## config.mk

```make
export PLATFORM = sky130hd
export DESIGN_NAME = cordic_rotator
export DESIGN_NICKNAME = d
export VERILOG_FILES = /design/src/rtl/cordic_pkg.sv /design/src/rtl/cordic_atan_rom.sv /design/src/rtl/cordic_rotator.sv
export SDC_FILE = /design/constraint.sdc
export NUM_CORES = 1
export LEC_CHECK = 0
export CORE_MARGIN = 3
export CORE_UTILIZATION = 57
export DETAILED_ROUTE_END_ITERATION = 8
export PLACE_DENSITY = 0.79
export SLEW_MARGIN = 25
export SYNTH_ARGS = -nofsm -noshare
export SYNTH_HDL_FRONTEND = slang
export SYNTH_SLANG_ARGS = --single-unit
export TNS_END_PERCENT = 100
```

## constraint.sdc

```tcl
create_clock -name clk -period 5.9 [get_ports clk]
set_input_delay 0.885 -clock clk [delete_from_list [all_inputs] [get_ports clk]]
set_output_delay 0.885 -clock clk [all_outputs]
set_load 0.02 [all_outputs]
```

## src/rtl/cordic_pkg.sv

```systemverilog
// cordic_pkg: shared constants and types for the CORDIC rotator.
// Constants are stored as signed Q2.30 words and are rescaled to the
// instantiated word width with scale_q (widths up to 64 bits).
package cordic_pkg;

   localparam int Q_INT_BITS   = 2;
   localparam int Q_FRAC_BITS  = 30;
   localparam int CONST_WIDTH  = Q_INT_BITS + Q_FRAC_BITS;
   localparam int ATAN_ENTRIES = 32;

   // Reciprocal CORDIC gain, 1/prod(sqrt(1+2^-2i)) ~= 0.607252935
   localparam logic [CONST_WIDTH-1:0] CORDIC_K = 32'h26DD3B6A;

   // atan(2^-i) in Q2.30 for i = 0..31
   localparam logic [CONST_WIDTH-1:0] ATAN_TABLE [ATAN_ENTRIES] = '{
      32'h3243F6A9, 32'h1DAC6705, 32'h0FADBAFD, 32'h07F56EA7,
      32'h03FEAB77, 32'h01FFD55C, 32'h00FFFAAB, 32'h007FFF55,
      32'h003FFFEB, 32'h001FFFFD, 32'h00100000, 32'h00080000,
      32'h00040000, 32'h00020000, 32'h00010000, 32'h00008000,
      32'h00004000, 32'h00002000, 32'h00001000, 32'h00000800,
      32'h00000400, 32'h00000200, 32'h00000100, 32'h00000080,
      32'h00000040, 32'h00000020, 32'h00000010, 32'h00000008,
      32'h00000004, 32'h00000002, 32'h00000001, 32'h00000000
   };

   typedef enum logic [1:0] {
      IDLE,
      LOAD,
      ITER,
      FINISH
   } state_t;

   // Rescale a Q2.30 constant to Q2.(width-2); narrower words truncate.
   function automatic logic [63:0] scale_q(input logic [CONST_WIDTH-1:0] value,
                                           input int width);
      logic [63:0] wide;
      wide = {32'h0, value};
      if (width >= CONST_WIDTH) begin
         return wide << (width - CONST_WIDTH);
      end
      return wide >> (CONST_WIDTH - width);
   endfunction

endpackage

```

## src/rtl/cordic_atan_rom.sv

```systemverilog
// cordic_atan_rom: combinational lookup of atan(2^-idx) in Q2.(DATA_WIDTH-2).
// Entries come from cordic_pkg; past the table end atan(2^-i) equals 2^-i
// to well under one LSB, so those steps use a single set bit.
module cordic_atan_rom #(
   parameter int DATA_WIDTH = 32,
   parameter int IDX_W      = 5
) (
   input  logic [IDX_W-1:0]      idx,
   output logic [DATA_WIDTH-1:0] atan_val
);
   import cordic_pkg::*;

   logic [4:0] tab_idx;

   // Select the table entry, or the small-angle approximation for deep steps
   always_comb begin
      tab_idx  = 5'(idx);
      atan_val = '0;
      if (int'(idx) < ATAN_ENTRIES) begin
         atan_val = DATA_WIDTH'(scale_q(ATAN_TABLE[tab_idx], DATA_WIDTH));
      end else if (int'(idx) <= DATA_WIDTH - 2) begin
         atan_val = DATA_WIDTH'(1) << (DATA_WIDTH - 2 - int'(idx));
      end
   end

endmodule

```

## src/rtl/cordic_rotator.sv

```systemverilog
// cordic_rotator: iterative rotation-mode CORDIC producing cos/sin of a
// Q2.(DATA_WIDTH-2) angle, one micro-rotation per enabled clock.
// Build option: define CORDIC_ROUND_EN to round each shifted term half-up
// instead of truncating; timing and interface are the same either way.
module cordic_rotator #(
   parameter int DATA_WIDTH = 32,
   parameter int ITERATIONS = 16
) (
   input  logic                  clk,
   input  logic                  rst,
   input  logic                  clk_en,
   input  logic                  start,
   input  logic [DATA_WIDTH-1:0] angle,
   input  logic                  sign,
   output logic [DATA_WIDTH-1:0] cos_out,
   output logic [DATA_WIDTH-1:0] sin_out,
   output logic                  busy,
   output logic                  done
);
   import cordic_pkg::*;

   localparam int IDX_W = $clog2(DATA_WIDTH);
   localparam logic [IDX_W-1:0] LAST_IDX = IDX_W'(ITERATIONS - 1);
   localparam logic signed [DATA_WIDTH-1:0] K_VAL =
      DATA_WIDTH'(scale_q(CORDIC_K, DATA_WIDTH));

   state_t state;
   state_t next_state;

   logic signed [DATA_WIDTH-1:0] x;
   logic signed [DATA_WIDTH-1:0] y;
   logic signed [DATA_WIDTH-1:0] z;
   logic signed [DATA_WIDTH-1:0] angle_q;
   logic                         sign_q;
   logic                         done_q;
   logic [IDX_W-1:0]             i;

   logic [DATA_WIDTH-1:0]        atan_raw;
   logic signed [DATA_WIDTH-1:0] atan_val;
   logic signed [DATA_WIDTH-1:0] x_shift;
   logic signed [DATA_WIDTH-1:0] y_shift;
   logic signed [DATA_WIDTH-1:0] x_next;
   logic signed [DATA_WIDTH-1:0] y_next;
   logic signed [DATA_WIDTH-1:0] z_next;

   cordic_atan_rom #(
      .DATA_WIDTH (DATA_WIDTH),
      .IDX_W      (IDX_W)
   ) u_atan_rom (
      .idx      (i),
      .atan_val (atan_raw)
   );

   assign atan_val = $signed(atan_raw);
   assign busy     = (state != IDLE);
   assign done     = done_q & clk_en;

   // State register; everything freezes while clk_en is low
   always_ff @(posedge clk or posedge rst) begin
      if (rst) begin
         state <= IDLE;
      end else if (clk_en) begin
         state <= next_state;
      end
   end

   // Sequencing: accept in IDLE, one LOAD cycle, ITERATIONS steps, one FINISH
   always_comb begin
      next_state = state;
      case (state)
         IDLE:    if (start) next_state = LOAD;
         LOAD:    next_state = ITER;
         ITER:    if (i == LAST_IDX) next_state = FINISH;
         FINISH:  next_state = IDLE;
         default: next_state = IDLE;
      endcase
   end

   // Shifted cross terms, optionally rounded by the first bit shifted out
   always_comb begin
      x_shift = x >>> i;
      y_shift = y >>> i;
`ifdef CORDIC_ROUND_EN
      if (i != '0) begin
         x_shift = x_shift + $signed({{(DATA_WIDTH-1){1'b0}}, x[i - IDX_W'(1)]});
         y_shift = y_shift + $signed({{(DATA_WIDTH-1){1'b0}}, y[i - IDX_W'(1)]});
      end
`endif
   end

   // One micro-rotation steering z toward zero; wraps at DATA_WIDTH
   always_comb begin
      if (!z[DATA_WIDTH-1]) begin
         x_next = x - y_shift;
         y_next = y + x_shift;
         z_next = z - atan_val;
      end else begin
         x_next = x + y_shift;
         y_next = y - x_shift;
         z_next = z + atan_val;
      end
   end

   // Datapath and result registers, advanced only on enabled cycles
   always_ff @(posedge clk or posedge rst) begin
      if (rst) begin
         x       <= '0;
         y       <= '0;
         z       <= '0;
         i       <= '0;
         angle_q <= '0;
         sign_q  <= 1'b0;
         cos_out <= '0;
         sin_out <= '0;
         done_q  <= 1'b0;
      end else if (clk_en) begin
         done_q <= (state == FINISH);
         case (state)
            IDLE: begin
               if (start) begin
                  angle_q <= angle;
                  sign_q  <= sign;
               end
            end
            LOAD: begin
               x <= K_VAL;
               y <= '0;
               z <= angle_q;
               i <= '0;
            end
            ITER: begin
               x <= x_next;
               y <= y_next;
               z <= z_next;
               i <= i + 1'b1;
            end
            FINISH: begin
               cos_out <= sign_q ? x : -x;
               sin_out <= sign_q ? y : -y;
            end
            default: begin
               x <= x;
            end
         endcase
      end
   end

endmodule

```

==> impl_metrics.py <==
metrics = {
    "placed_design": {
        "io_buffer_count": 102,
        "place.gp.congestion": 1.067,
        "hpwl_um": 54110,
        "dp.cells": 3025,
    },
    "floorplanning": {
        "io_pins": 103,
        "fp.dieH_um": 195.2,
        "die_w_um": 195.2,
        "die_area_um2": 38110,
        "row_count": 68,
        "core_area_um2": 34880,
        "start_util": 0.5851,
    },
    "worst_setup_path": {
        "worst-path-max-fanout": 6,
        "worstPathArrival_ns": 6.23,
        "reg2reg_from": "i[1]$_DFFE_PP0P_",
        "crit_type": "reg -> reg",
        "cp_data_required_time_ns": 6.28,
        "r2r_slack_ns": 0.05,
        "critical_path.startpoint_type": "flip-flop",
        "cp-end-kind": "flip-flop",
        "timing.rr.end": "x[31]$_DFFE_PP0P_",
        "crit_start": "i[1]$_DFFE_PP0P_",
        "reg2reg_depth": 23,
    },
    "global_routing": {
        "grt_start_max_net_pins": 110,
        "grt_pass1_wl_um": 110200,
        "overflow": 0,
        "grtUsageTotal": 0.3602,
        "grt_pass1_vias": 19950,
        "antenna_found_initial": 0,
    },
    "synth": {
        "synthMuxAreaShare": 0.1495,
        "yosys_warnings": 0,
        "ys_seq_elements": 201,
        "async_reset_ff_frac": 1.000,
        "synth-edff-count": 0,
        "netlist_instances": 2408,
        "synth_fp_nets": 2569,
        "synth_area_leaders": "dfrtp_1 25%, mux4_2 8.5%, ha_1 7.4%",
        "yosysTopAreaCell": "dfrtp_1",
        "synthAdderAreaFrac": 0.07712,
        "synth.distinct_cells": 86,
        "synth_ff_type": "dfrtp_1",
        "synth_simple_gate_area_frac": 0.1553,
        "synth_compound_area_frac": 0.2217,
        "synth_xor_area_frac": 0.09698,
        "avgSynthCellArea_um2": 8.476,
        "synth_top_family_by_area": "compound AO/OA/AOI/OAI gates",
        "netlist_area_um2": 20410,
        "ys_seq_area_frac": 0.2464,
        "synth_top_area_frac": 0.2464,
    },
    "sta": {
        "fmax_ghz": 0.1710,
        "period_minus_slack_ns": 5.848,
        "slew_headroom": 0.2973,
        "hold_ws_ns": 0.4792,
        "tns_ns": 0,
        "hold_viol_final": 0,
        "finalCritPeriodShare": 0.9912,
        "rsz0062_at_grt": "true",
        "worst_pin_slew_ns": 1.054,
        "finClkSkew_ns": 0.01527,
        "setup_viol": 0,
        "drv_slew": 0,
    },
    "clock_network": {
        "clk_latency_ns": 0.55,
        "cts_buffers": 24,
        "root_buffer": "clkbuf_16",
        "holdBufCountCts": 0,
        "max-clock-path-buffers": 3,
        "cts.clk_slew.worst_paths_ns": 0.06,
        "htree_num_levels": 1,
        "cts_tree": "yes",
        "cts.sinks": 201,
    },
    "route": {
        "drc": 0,
        "drt_iter0_markers": 2242,
        "totalWireLength_um": 72550,
        "wl_per_cell_um": 23.38,
        "drt_pass1_iterations": 8,
        "ant_nets": 0,
        "vias": 20540,
        "viasPerCell": 6.618,
    },
    "outcome": {
        "outcome": "finished, final reports clean",
    },
    "worst_hold_path": {
        "hp-start": "sin_out[28]$_DFFE_PP0P_",
        "min_to": "sin_out[28]$_DFFE_PP0P_",
        "hold_path_depth": 2,
        "hold_class": "reg -> reg",
    },
    "final_layout": {
        "n_antenna_cell": 0,
        "area.growth.synth_to_final_pct": 21.74,
        "instances_no_fill": 3103,
        "drive_gt1_frac": 0.2175,
        "fin_util": 0.7123,
        "nets": 2792,
        "num-fill-cells": 2680,
    },
    "flow_run": {
        "maxCapViolations": 0,
    },
}
[state kept, by name, summed over array words and instances (netlist names)]
| signal | count |
|---|---|
| sin_out | 32 |
| state | 2 |
| x | 32 |
| done_q | 1 |
| angle_q | 32 |
| y | 32 |
| z | 32 |
| cos_out | 32 |
| sign_q | 1 |
| i | 5 |
[metrics by stage]
stage          cell area [um2]  setup WS, ns
2_1_floorplan            20420       0.03977
3_3_place_gp             23270     0.0009539
3_5_place_dp             23270       -0.1697
4_1_cts                  24130      0.005803
5_1_grt                  24850       -0.1649
6_report                 24850       0.05174
[layer usage]
| metal | share of wire | vias up | GRT usage |
|---|---|---|---|
| met3 | 0.092 | 268 | 0.06418 |
| met5 | 0 | - | 0 |
| met4 | 0.056 | 0 | 0.1503 |
| met2 | 0.47 | 1128 | 0.6101 |
| li1 | - | 9238 | - |
| met1 | 0.38 | 9902 | 0.4562 |
[Yosys cell counts (all sizes together) (42+ instances only)]
master,number
ha,121
inv,67
nand2,253
nor2,201
mux2i,51
mux4,79
mux2,67
dfrtp,201
buf,57
clkbuf,131
xor2,71
a21o,60
xnor2,155
nor3,50
o21ai,202
a31oi,42
a21oi,191
[worst max-delay path: stages, from the launching register on]
cell and delay (ns):
dfrtp_4 0.47, buf_8 0.17, buf_12 0.14, mux4_2 0.57, mux2_4 0.29, mux4_2 0.54, a2111oi_4 0.32, nand4_2 0.20
buf_6 0.18, nor3_4 0.17, buf_4 0.16, and2_4 0.16, nor2_2 0.04, xor2_1 0.16, ha_1 0.33, nand3_2 0.09
or3_1 0.36, o21a_1 0.22, o31a_1 0.31, nor3_2 0.13, nor3_2 0.08, xnor2_1 0.27, mux2i_1 0.24, o22ai_1 0.09
[worst max path at each step]
stage / slack [ns] / end
finish: 0.05 / x[31]$_DFFE_PP0P_
global route: -0.16 / x[31]$_DFFE_PP0P_
CTS: 0.006 / y[31]$_DFFE_PP0P_
detailed placement: -0.17 / y[31]$_DFFE_PP0P_
global placement: 0.001 / x[28]$_DFFE_PP0P_
floorplan: 0.04 / z[31]$_DFFE_PP0P_
[area by class of cell]
type	instances	area [um2]	area share
inverters	68	262.8	0.01058
well taps	455	569.3	0.02291
clock inverters	13	127.6	0.005136
clock buffers	30	674.4	0.02714
multi-input cells	1951	14750	0.5936
repair buffers	385	3418	0.1376
flip-flops and latches	201	5046	0.2031
[placed cells by master, fill, tap and decap left out, types with 19 or more instances in the layout]
cell type / instances
xor2_1: 70
inv_1: 65
dfrtp_1: 194
clkbuf_16: 27
nand2_1: 250
mux2_2: 66
nand3_1: 28
mux2i_1: 43
a21oi_1: 180
a21o_1: 60
ha_1: 113
nor2_1: 199
o22ai_1: 27
and3_1: 19
o21ai_0: 192
nor3_1: 41
clkdlybuf4s50_1: 102
xnor2_1: 153
mux4_2: 77
nand2b_1: 22
a31oi_1: 38
buf_4: 259
[logic make-up after synthesis]
group / count (synthesis)
xor+xnor: 226
compound gates: 717
flops: 201
mux: 197
buf+inv: 256
fa+ha+maj: 124
simple gates: 687
[timing repair]
action	CTS	global route
pin swaps	1	63
cloned	0	2
setup buffers	1	32
gates resized for setup	9	91
setup endpoints to repair	7	25
Power is left out: the tool's default activity adds up to more than one toggle a clock period on the data nets, which glitch-free logic cannot reach.
